### config.mk
export PLATFORM = sky130hd
export DESIGN_NAME = fc_seq_ctrl_flat
export DESIGN_NICKNAME = d
export VERILOG_FILES = /design/src/rtl/fc_seq_if.sv /design/src/rtl/fc_seq_ctrl.sv /design/src/flat_wrapper.sv
export SDC_FILE = /design/constraint.sdc
export NUM_CORES = 1
export LEC_CHECK = 0
export ABC_AREA = 1
export CAP_MARGIN = 25
export CORE_ASPECT_RATIO = 1.2
export CORE_MARGIN = 8
export CORE_UTILIZATION = 30
export DETAILED_ROUTE_END_ITERATION = 12
export HOLD_SLACK_MARGIN = 0.12
export PLACE_DENSITY = 0.55
export SLEW_MARGIN = 0
export SYNTH_ARGS = -nofsm -noshare
export SYNTH_HDL_FRONTEND = slang
export SYNTH_SLANG_ARGS = --single-unit
export TNS_END_PERCENT = 100
### constraint.sdc
create_clock -name clk -period 2 [get_ports clk]
set_input_delay 0.2 -clock clk [delete_from_list [all_inputs] [get_ports clk]]
set_output_delay 0.2 -clock clk [all_outputs]
set_load 0.1 [all_outputs]
### src/rtl/fc_seq_if.sv
// Handshake and memory-address bundle between fc_seq_ctrl and its datapath/memories.
// The master side is the controller; the slave side is the engine around it.
interface fc_seq_if #(
  parameter int XW = 1,
  parameter int AW = 1
);
  logic          input_valid;
  logic          input_ready;
  logic          output_valid;
  logic          output_ready;
  logic [XW-1:0] waddr_x;
  logic          wr_en_x;
  logic          bank_x;
  logic [XW-1:0] addr_x;
  logic [AW-1:0] addr_w;
  logic          clear_acc;
  logic          en_acc;

  modport master (
    input  input_valid, output_ready,
    output input_ready, output_valid, waddr_x, wr_en_x, bank_x,
           addr_x, addr_w, clear_acc, en_acc
  );

  modport slave (
    output input_valid, output_ready,
    input  input_ready, output_valid, waddr_x, wr_en_x, bank_x,
           addr_x, addr_w, clear_acc, en_acc
  );
endinterface

### src/rtl/fc_seq_ctrl.sv
// Sequencer for one fully-connected layer (y = W*x): loads x, walks rows, strobes the accumulator.
// Optional macro FC_SEQ_DBUF_EN double-buffers x so the next vector loads during compute.
module fc_seq_ctrl #(
  parameter int M = 6,
  parameter int N = 6
) (
  input  logic     clk,
  input  logic     reset,
  fc_seq_if.master bus
);

  localparam int AW = (M * N > 1) ? $clog2(M * N) : 1;
  localparam int XW = (N > 1) ? $clog2(N) : 1;
  localparam int RW = (M > 1) ? $clog2(M) : 1;
  localparam logic [XW-1:0] K_LAST   = XW'(N - 1);
  localparam logic [RW-1:0] ROW_LAST = RW'(M - 1);

  typedef enum logic [1:0] {LOAD, ISSUE, FLUSH, OUT} state_t;

  state_t        state, state_nxt;
  logic [XW-1:0] wcnt;
  logic [XW-1:0] k;
  logic [RW-1:0] row;
  logic [AW-1:0] addr_w_q;
  logic          en_acc_q;
  logic          in_ready;
  logic          in_hs;
  logic          out_hs;
  logic          fill_last;
  logic          row_last;
  logic          swap_ok;

  assign in_hs     = bus.input_valid && in_ready;
  assign out_hs    = (state == OUT) && bus.output_ready;
  assign fill_last = in_hs && (wcnt == K_LAST);
  assign row_last  = (row == ROW_LAST);

`ifdef FC_SEQ_DBUF_EN
  logic bank;
  logic bank_full;

  assign in_ready = !bank_full;
  assign swap_ok  = bank_full || fill_last;
  assign bus.bank_x = bank;

  // A bank that completes in LOAD is swapped in at once; one that completes during
  // compute waits (blocking input) until the last row of the current vector is taken.
  always_ff @(posedge clk or posedge reset) begin
    if (reset) begin
      bank      <= 1'b0;
      bank_full <= 1'b0;
    end else if (state == LOAD && fill_last) begin
      bank <= ~bank;
    end else if (out_hs && row_last && swap_ok) begin
      bank      <= ~bank;
      bank_full <= 1'b0;
    end else if (fill_last) begin
      bank_full <= 1'b1;
    end
  end
`else
  assign in_ready   = (state == LOAD);
  assign swap_ok    = 1'b0;
  assign bus.bank_x = 1'b0;
`endif

  always_ff @(posedge clk or posedge reset) begin
    if (reset) state <= LOAD;
    else       state <= state_nxt;
  end

  always_comb begin
    state_nxt = state;
    case (state)
      LOAD:  if (fill_last) state_nxt = ISSUE;
      ISSUE: if (k == K_LAST) state_nxt = FLUSH;
      FLUSH: state_nxt = OUT;
      OUT: begin
        if (out_hs) begin
          if (!row_last)    state_nxt = ISSUE;
          else if (swap_ok) state_nxt = ISSUE;
          else              state_nxt = LOAD;
        end
      end
      default: state_nxt = LOAD;
    endcase
  end

  // addr_w tracks row*N + k by increment only; it holds on the last k of a row so it
  // never passes M*N-1, and steps to the next row start on the output handshake.
  always_ff @(posedge clk or posedge reset) begin
    if (reset) begin
      wcnt     <= '0;
      k        <= '0;
      row      <= '0;
      addr_w_q <= '0;
      en_acc_q <= 1'b0;
    end else begin
      en_acc_q <= (state == ISSUE);
      if (in_hs) wcnt <= (wcnt == K_LAST) ? '0 : wcnt + 1'b1;
      case (state)
        LOAD: begin
          if (fill_last) begin
            k        <= '0;
            row      <= '0;
            addr_w_q <= '0;
          end
        end
        ISSUE: begin
          k <= (k == K_LAST) ? '0 : k + 1'b1;
          if (k != K_LAST) addr_w_q <= addr_w_q + 1'b1;
        end
        OUT: begin
          if (out_hs) begin
            k <= '0;
            if (!row_last) begin
              row      <= row + 1'b1;
              addr_w_q <= addr_w_q + 1'b1;
            end else begin
              row      <= '0;
              addr_w_q <= '0;
            end
          end
        end
        default: ;
      endcase
    end
  end

  assign bus.input_ready  = in_ready;
  assign bus.output_valid = (state == OUT);
  assign bus.wr_en_x      = in_hs;
  assign bus.waddr_x      = wcnt;
  assign bus.addr_x       = k;
  assign bus.addr_w       = addr_w_q;
  assign bus.clear_acc    = (state == ISSUE) && (k == '0);
  assign bus.en_acc       = en_acc_q;

endmodule

### src/flat_wrapper.sv
// flat-port wrapper written by rule: the top's interface ports become plain ports
module fc_seq_ctrl_flat 
#(
  parameter int M = 6,
  parameter int N = 6
)
  (clk, reset, bus_input_valid, bus_output_ready, bus_input_ready, bus_output_valid, bus_waddr_x, bus_wr_en_x, bus_bank_x, bus_addr_x, bus_addr_w, bus_clear_acc, bus_en_acc);
  fc_seq_if #(.XW(3), .AW(6)) bus_i ();
  input  logic clk;
  input  logic reset;
  input wire logic [$bits(bus_i.input_valid)-1:0] bus_input_valid;
  input wire logic [$bits(bus_i.output_ready)-1:0] bus_output_ready;
  output wire logic [$bits(bus_i.input_ready)-1:0] bus_input_ready;
  output wire logic [$bits(bus_i.output_valid)-1:0] bus_output_valid;
  output wire logic [$bits(bus_i.waddr_x)-1:0] bus_waddr_x;
  output wire logic [$bits(bus_i.wr_en_x)-1:0] bus_wr_en_x;
  output wire logic [$bits(bus_i.bank_x)-1:0] bus_bank_x;
  output wire logic [$bits(bus_i.addr_x)-1:0] bus_addr_x;
  output wire logic [$bits(bus_i.addr_w)-1:0] bus_addr_w;
  output wire logic [$bits(bus_i.clear_acc)-1:0] bus_clear_acc;
  output wire logic [$bits(bus_i.en_acc)-1:0] bus_en_acc;
  assign bus_i.input_valid = bus_input_valid;
  assign bus_i.output_ready = bus_output_ready;
  assign bus_input_ready = bus_i.input_ready;
  assign bus_output_valid = bus_i.output_valid;
  assign bus_waddr_x = bus_i.waddr_x;
  assign bus_wr_en_x = bus_i.wr_en_x;
  assign bus_bank_x = bus_i.bank_x;
  assign bus_addr_x = bus_i.addr_x;
  assign bus_addr_w = bus_i.addr_w;
  assign bus_clear_acc = bus_i.clear_acc;
  assign bus_en_acc = bus_i.en_acc;
  fc_seq_ctrl #(.M(M), .N(N)) u_core (.clk(clk), .reset(reset), .bus(bus_i));
endmodule
==> summary by stage, run 1 <==
Status
The run finished with clean final reports.

Global route
Global routing used 8.77% of the available tracks across all layers. The global-route wire length before repair is 4200 um. The initial antenna violation count came to 0. Entering global routing, the biggest net connects 19 pins. The via count of the first global-routing pass is 984. The aggregate global routing overflow is 0.

Clock tree
TritonCTS built the clock tree. The tree built by TritonCTS fans out to 18 sinks. The buffer type at the clock tree root is sky130_fd_sc_hd__clkbuf_8. CTS built an H-tree with a depth of 1. The TritonCTS buffer count is 3.

The post-cts gate resize count is 0. The clock passes through at most 2 buffers. Clock latency on the worst-skew pair, taken at its later pin, is around 250 ps. The hold buffer count at cts is 0. The post-CTS setup buffer count is 0. The clock transition at the registers of the reported paths is 60 ps.

Critical path
The worst setup path is captured at an output port. The worst setup path is of the flip-flop to output port kind. Data on the critical path is required at its endpoint by 1800 ps. The first element of the critical path is u_core.state[1]$_DFFE_PP0P_. The most critical setup path has its endpoint at bus_clear_acc.

For the worst setup path, the data arrival time is 1630 ps. Along the worst path, the maximum fanout reaches 6. The worst register-to-register path has a setup slack of about 190 ps. The worst setup path is launched from a flip-flop. Measured in cells, the most critical reg-to-reg path has a length of 9. The capturing point of the worst reg2reg path is u_core.bus.addr_w[2]$_DFFE_PP0P_. In this run the critical register-to-register path is launched from u_core.state[0]$_DFFE_PP0P_.

Logic synthesis
The number of warnings printed during yosys synthesis is 0. Each instance of the synthesized netlist takes up on average between 7 and 8 um^2. The post-synthesis instance area is 1110 um^2. The largest total area in the synthesized netlist belongs to sky130_fd_sc_hd__dfrtp_1. Of the total synthesized cell area, the portion taken by full adders, half adders and majority gates is 6.79%.

The post-synthesis share of cell area spent on and, or, nand and nor gates is 31.7%. The number of nets produced by synthesis is about 160. Yosys attributes the largest share of cell area to sky130_fd_sc_hd__dfrtp_1 (41%), sky130_fd_sc_hd__nand2_1 (12%), sky130_fd_sc_hd__inv_1 (8.1%).

After synthesis the netlist holds a flip-flop and latch count of 18. By area, the combinational part of the netlist is dominated by simple AND/OR/NAND/NOR gates. The proportion of synthesized area in mux cells is 0%. After synthesis, the netlist uses 19 different library cells. The post-synthesis instance total is 145. The parity-gate share of the synthesized area counting xor and xnor cells is 0.792%. The synthesized netlist devotes about a tenth of its cell area to compound gates. The area share of the largest cell type after synthesis is 40.7%.

The register area share after synthesis is between 40% and 50%.

Detailed routing
After detailed routing, the number of remaining DRC violations is 0. The DRC violation total after the first TritonRoute iteration is 29. The iteration count of the initial detailed-routing pass is 4. Once detail routing completed, the nets flagged for antenna violations numbered 0. The average wire per standard cell is 11.2 um.

The mean number of vias per cell is 4.69. The via count is 961. The sum of routed wire length over all layers is 2300 um.

Floorplan
The effective utilization at floorplan is between 30% and 40%. The core footprint is between 3000 and 4000 um^2. The area enclosed by the die boundary is 5890 um^2. The width of the die is 71.4 um. The initialized floorplan defines 24 standard-cell rows. The count of boundary I/O pins is 22. In this run the vertical extent of the chip is 82.5 um.

Finish
In the layout the commonest cells are sky130_fd_sc_hd__nand2_1 (35), sky130_fd_sc_hd__inv_1 (23), sky130_fd_sc_hd__dfrtp_1 (18). The count of placed standard cells in the final layout, fillers left out is 205. Relative to the synthesized area, the layout overhead comes to 27.9%. The filler cells instantiated in the layout total approximately 370.

The share of post-route cells with drive strength above 1 is 24.1%. The final antenna diode count is 0. Leaving out fill and tap cells, the most frequent cell in the layout is sky130_fd_sc_hd__nand2_1. The footprint of the multi-input gates is 573 um^2.

The net count of the finished layout is 178. The combined flip-flop and latch cell area is ~450 um^2.

STA
Dividing the final minimum period by the clock period gives about nine tenths. Derived from the worst setup path, the maximum achievable clock frequency is 0.546 GHz. The worst-margin pin slew is a little under 700 ps. The remaining max-slew budget at the tightest pin is between 50% and 60%. The hold violation total from the final report is 0. Setup violations remaining at the end of the flow were counted as 0. The time the worst path needs with I/O delays and setup is 1830 ps. Setup repair after global routing left no endpoint under its margin.

The final clock skew is 2.67 ps. The max-slew violation count is 0.

Placement
The HPWL after detailed placement is 1880 um. The routability congestion estimate from global placement is about 0.78. The count of input and output buffers is 20.

The number of placed instances, taps included is ~200.

Flow run
The number of max-capacitance violations reported is 0.

Min path
The min-delay analysis places its worst path in the category primary input to asynchronous set/reset pin.
==> cell families (layout without fill, tap and decap cells) <==
family          after synthesis  after routing
flops                        18             18
simple gates                 75             75
buf+inv                      26             47
xor+xnor                      1              1
compound gates               18             18
fa+ha+maj                     6              6
other cells                   1              1
==> cell usage after synthesis (all sizes together) <==
| cell type | n |
|---|---|
| ha | 6 |
| nor2 | 12 |
| conb | 1 |
| nand2 | 43 |
| xor2 | 1 |
| buf | 2 |
| nand3 | 13 |
| o21ai | 16 |
| inv | 24 |
| nor3 | 2 |
| dfrtp | 18 |
| nand4 | 5 |
| a21oi | 2 |
==> metrics by stage <==
| step | utilization (%) | area [um^2] | setup TNS, ps | hold slack (ps) | worst slack (ps) |
|---|---|---|---|---|---|
| after global placement | 38.4 | 1370 | 0 | 520 | 260 |
| after global routing | 39.6 | 1420 | 0 | 432 | 20.6 |
| final | 39.6 | 1420 | 0 | 351 | 169 |
| after detailed placement | 38.4 | 1370 | 0 | 532 | 203 |
| after floorplan | - | 1140 | -13.6 | 139 | -13.6 |
| after CTS | 39.6 | 1420 | 0 | 379 | 164 |
==> worst min path at each step <==
| stage | from | endpoint | slack (ps) | cells past startpoint |
|---|---|---|---|---|
| 3_3_place_gp | u_core.bus.waddr_x[1]$_DFFE_PP0N_ | u_core.bus.waddr_x[1]$_DFFE_PP0N_ | 520 | 2 |
| 6_report | reset | u_core.bus.addr_w[4]$_DFFE_PP0P_ | 350 | 2 |
| 3_5_place_dp | u_core.row[1]$_DFFE_PP0P_ | u_core.row[1]$_DFFE_PP0P_ | 530 | 2 |
| 2_1_floorplan | reset | u_core.bus.addr_w[0]$_DFFE_PP0P_ | 140 | 1 |
| 4_1_cts | reset | u_core.bus.addr_w[4]$_DFFE_PP0P_ | 380 | 2 |
| 5_1_grt | reset | u_core.bus.addr_w[4]$_DFFE_PP0P_ | 430 | 2 |
==> worst max-delay path: stages, from the launching register on <==
cell and delay (ps):
sky130_fd_sc_hd__dfrtp_1 430, sky130_fd_sc_hd__inv_1 160, sky130_fd_sc_hd__ha_1 290, sky130_fd_sc_hd__nand2_1 150
sky130_fd_sc_hd__nor3_4 170, sky130_fd_sc_hd__buf_12 200
==> metal layers <==
layer / vias to the layer above / share of wire, % / GRT usage, % / routed length (um)
met5: - / 0 / 0 / 0
met4: 0 / 0.96 / 3.96 / 22
met3: 4 / 5.8 / 2.42 / 133
met2: 16 / 49 / 14.9 / 1140
met1: 440 / 44 / 10.1 / 1010
li1: 501 / - / - / -
==> sequential cells by signal, indices dropped and copies added (netlist names) <==
register,cells
u_core.row,3
u_core.state,2
u_core.bus.addr_x,3
u_core.bus.waddr_x,3
u_core.bus.addr_w,6
u_core.bus.en_acc,1
==> final cells by class <==
type | count | area share [%]
tap | 39 | 3.45
sequential | 18 | 31.8
multi-input combinational | 101 | 40.5
clock buffer | 3 | 2.92
timing repair buffer | 20 | 14.7
inverter | 24 | 6.63
Power of run 1 is not shown: default switching activity piles up to over one toggle a cycle in this logic, so the estimate is an artifact.
==> inputs of run 2 (changes only) <==
--- a/config.mk
+++ b/config.mk
@@ -6,14 +6,14 @@
 export NUM_CORES = 1
 export LEC_CHECK = 0
 export ABC_AREA = 1
-export CAP_MARGIN = 25
+export CAP_MARGIN = 20
 export CORE_ASPECT_RATIO = 1.2
 export CORE_MARGIN = 8
 export CORE_UTILIZATION = 30
 export DETAILED_ROUTE_END_ITERATION = 12
 export HOLD_SLACK_MARGIN = 0.12
 export PLACE_DENSITY = 0.55
-export SLEW_MARGIN = 0
+export SLEW_MARGIN = 10
 export SYNTH_ARGS = -nofsm -noshare
 export SYNTH_HDL_FRONTEND = slang
 export SYNTH_SLANG_ARGS = --single-unit
==> results of run 2 <==
Same layout as run 1: the final DEF is identical, and so are final timing and power.
Power of run 2 is left out for the same reason.
==> inputs of run 3 (changes only) <==
--- a/config.mk
+++ b/config.mk
@@ -11,8 +11,10 @@
 export CORE_MARGIN = 8
 export CORE_UTILIZATION = 30
 export DETAILED_ROUTE_END_ITERATION = 12
+export DONT_BUFFER_PORTS = 1
 export HOLD_SLACK_MARGIN = 0.12
-export PLACE_DENSITY = 0.55
+export PLACE_DENSITY = 0.48
+export RECOVER_POWER = 100
 export SLEW_MARGIN = 10
 export SYNTH_ARGS = -nofsm -noshare
 export SYNTH_HDL_FRONTEND = slang
==> run 3 against run 2 <==
Sequential share of layout area increased by 3.1 points; first-iteration DRC count up 6.9%; critical path depth unchanged; global-route usage grew 0.86 points; clock skew is 1.1 ps lower; die area stayed put.
==> summary by stage, run 3 (synthesis results as in run 1) <==
STA
The final critical path takes up 90.9% of the cycle. The remaining max-slew budget at the tightest pin is 20.8%. The hold violation total from the final report was 0. The time the worst path needs with I/O delays and setup is 1820 ps.

Setup repair after global routing left no endpoint under its margin. For the pin with the worst max-slew slack, the measured transition is 1190 ps. The max-slew violation count is 0. The timing-limited maximum frequency is 0.550 GHz. Setup violations remaining at the end of the flow were counted as 0. The final clock skew is around 1.5 ps. The final critical-path setup slack is 183 ps.

Finish
The number of flip-flops under the largest register name is 6. The library cell used most frequently in the layout, excluding fill and tap cells, is sky130_fd_sc_hd__nand2_1. The final antenna diode count is 0. The count of placed standard cells in the final layout, fillers left out is roughly 200.

The top cell types in the final layout, fill and taps aside, are sky130_fd_sc_hd__nand2_1 (40), sky130_fd_sc_hd__inv_1 (23), sky130_fd_sc_hd__dfrtp_1 (18). The post-route netlist has 18.9% of its cells at a drive strength greater than 1. At the end of the flow, the number of nets in the layout was 176. Compared with the post-synthesis result, the final layout area differs by 16.5%.

Floorplan
The y dimension of the die is around 83 um. The width of the die is 71.4 um. The core region is 3570 um^2. The area enclosed by the die boundary is ~5900 um^2.

The number of cell rows is 24. The effective utilization at floorplan is 31.0%. 22 I/O pins were placed.

Placement
The number of placed instances, taps included is between 150 and 200. OpenSTA, run right after detailed placement, puts the worst setup slack at 201 ps. At the end of routability-driven placement, the weighted congestion stood at just over 0.7. Detailed placement ended at an HPWL of ~2000 um. The count of input and output buffers is 0.

Min path
The tightest min-delay check is of the primary input to flip-flop type. The worst hold path passes through 2 cells. The worst min-delay path startpoint is bus_input_valid. The capture endpoint of the worst hold path is u_core.bus.waddr_x[0]$_DFFE_PP0N_.

Critical path
The setup check on the worst reg-to-reg path leaves a slack of 250 ps. The critical path's largest stage delay is roughly 430 ps. The critical path data arrival time is 1620 ps.

The worst register-to-register path begins at u_core.state[0]$_DFFE_PP0P_. Walking the worst path, the cells encountered are inv_1, ha_1, nand2_1, nor3_4, buf_6. For the worst setup path, the data required time is 1800 ps.

The slowest stage cell on the critical path is sky130_fd_sc_hd__dfrtp_1. The critical path in this run is classified as flip-flop to output port. The type of destination of the critical path is an output port. The kind of start point of the critical path is a flip-flop.

The number of cells on the worst reg-to-reg path is 8. The endpoint identified for the worst register-to-register timing path is u_core.bus.addr_w[5]$_DFFE_PP0P_. The worst-path maximum fanout is 6.

Global route
The total routing usage reported by global routing is roughly a tenth. The via count of the first global-routing pass came to 993. The first global-routing pass estimated 4490 um of wire. The aggregate global routing overflow is 0. The maximum number of pins on one net before global-route repair is 19. The initial antenna violation count is 0.

Clock tree
Counting the buffers created by CTS gives 3. After clock tree synthesis, the clock-pin slew on the worst setup and hold paths is 60 ps. The maximum clock insertion buffer count is 2.

The buffer type at the clock tree root is sky130_fd_sc_hd__clkbuf_8. CTS built an H-tree with a depth of 1. TritonCTS built the clock tree. The clock net in this run drives a total of 18 sinks. At the later pin of the worst-skew pair, clock insertion delay measures between 200 and 300 ps.

Flow run
The tool flagged a number of max-cap violations equal to 0.

Detailed routing
The via count is 982. The average wire per standard cell is between 10 and 15 um. The first detailed-routing pass took 4 iterations. After the first detailed-routing iteration, the DRC count stood at 31. The mean number of vias per cell is 4.84. In this run the remaining antenna-violating nets after routing total 0.

The sum of routed wire length over all layers is 2540 um. For this run, design rule violations remaining after detail routing come to 0.

Status
The run finished with clean final reports.
-- run 3: layout make-up --
cell class	count	area [um^2]
repair buffers	18	118
well taps	39	48.8
multi-input cells	101	539
clock buffers	3	41.3
inverters	24	91.3
fillers	397	2280
flip-flops and latches	18	450
-- run 3: worst max path at each step --
stage	startpoint	cells after the start	to
6_report	u_core.state[1]$_DFFE_PP0P_	5	bus_clear_acc
5_1_grt	u_core.state[1]$_DFFE_PP0P_	5	bus_clear_acc
4_1_cts	u_core.state[1]$_DFFE_PP0P_	5	bus_clear_acc
3_5_place_dp	u_core.state[0]$_DFFE_PP0P_	9	u_core.bus.addr_w[2]$_DFFE_PP0P_
3_3_place_gp	u_core.state[0]$_DFFE_PP0P_	8	u_core.bus.addr_w[5]$_DFFE_PP0P_
2_1_floorplan	u_core.bus.addr_x[0]$_DFFE_PP0P_	3	bus_clear_acc
-- run 3: what timing repair did --
action	4_1_cts	5_1_grt
buffers inserted	0	0
endpoints found under the hold margin	18	0
hold buffers	1	0
gates resized for setup	0	0
-- run 3: critical path: cells and delay by family, from the launching register on --
kind,cells,cell delay (ps)
buf+inv,2,380
simple gates,2,270
flops,1,430
fa+ha+maj,1,280
-- run 3: routing by layer --
metal | GRT usage, % | vias to the layer above | wire, um
met5 | 0 | - | 0
met4 | 4.58 | 0 | 42
met3 | 3.26 | 4 | 181
met2 | 17.5 | 20 | 1280
met1 | 9.84 | 461 | 1030
li1 | - | 497 | -
-- run 3: metrics by stage --
step	area [um^2]	hold slack, ps	setup TNS (ps)	utilization (%)
global route	1290	181	0	36.1
CTS	1370	198	0	38.3
floorplan	1140	139	-13.6	-
detailed placement	1320	246	0	36.9
finish	1290	182	0	36.1
global placement	1320	241	0	36.9
Power of run 3 is left out for the same reason.
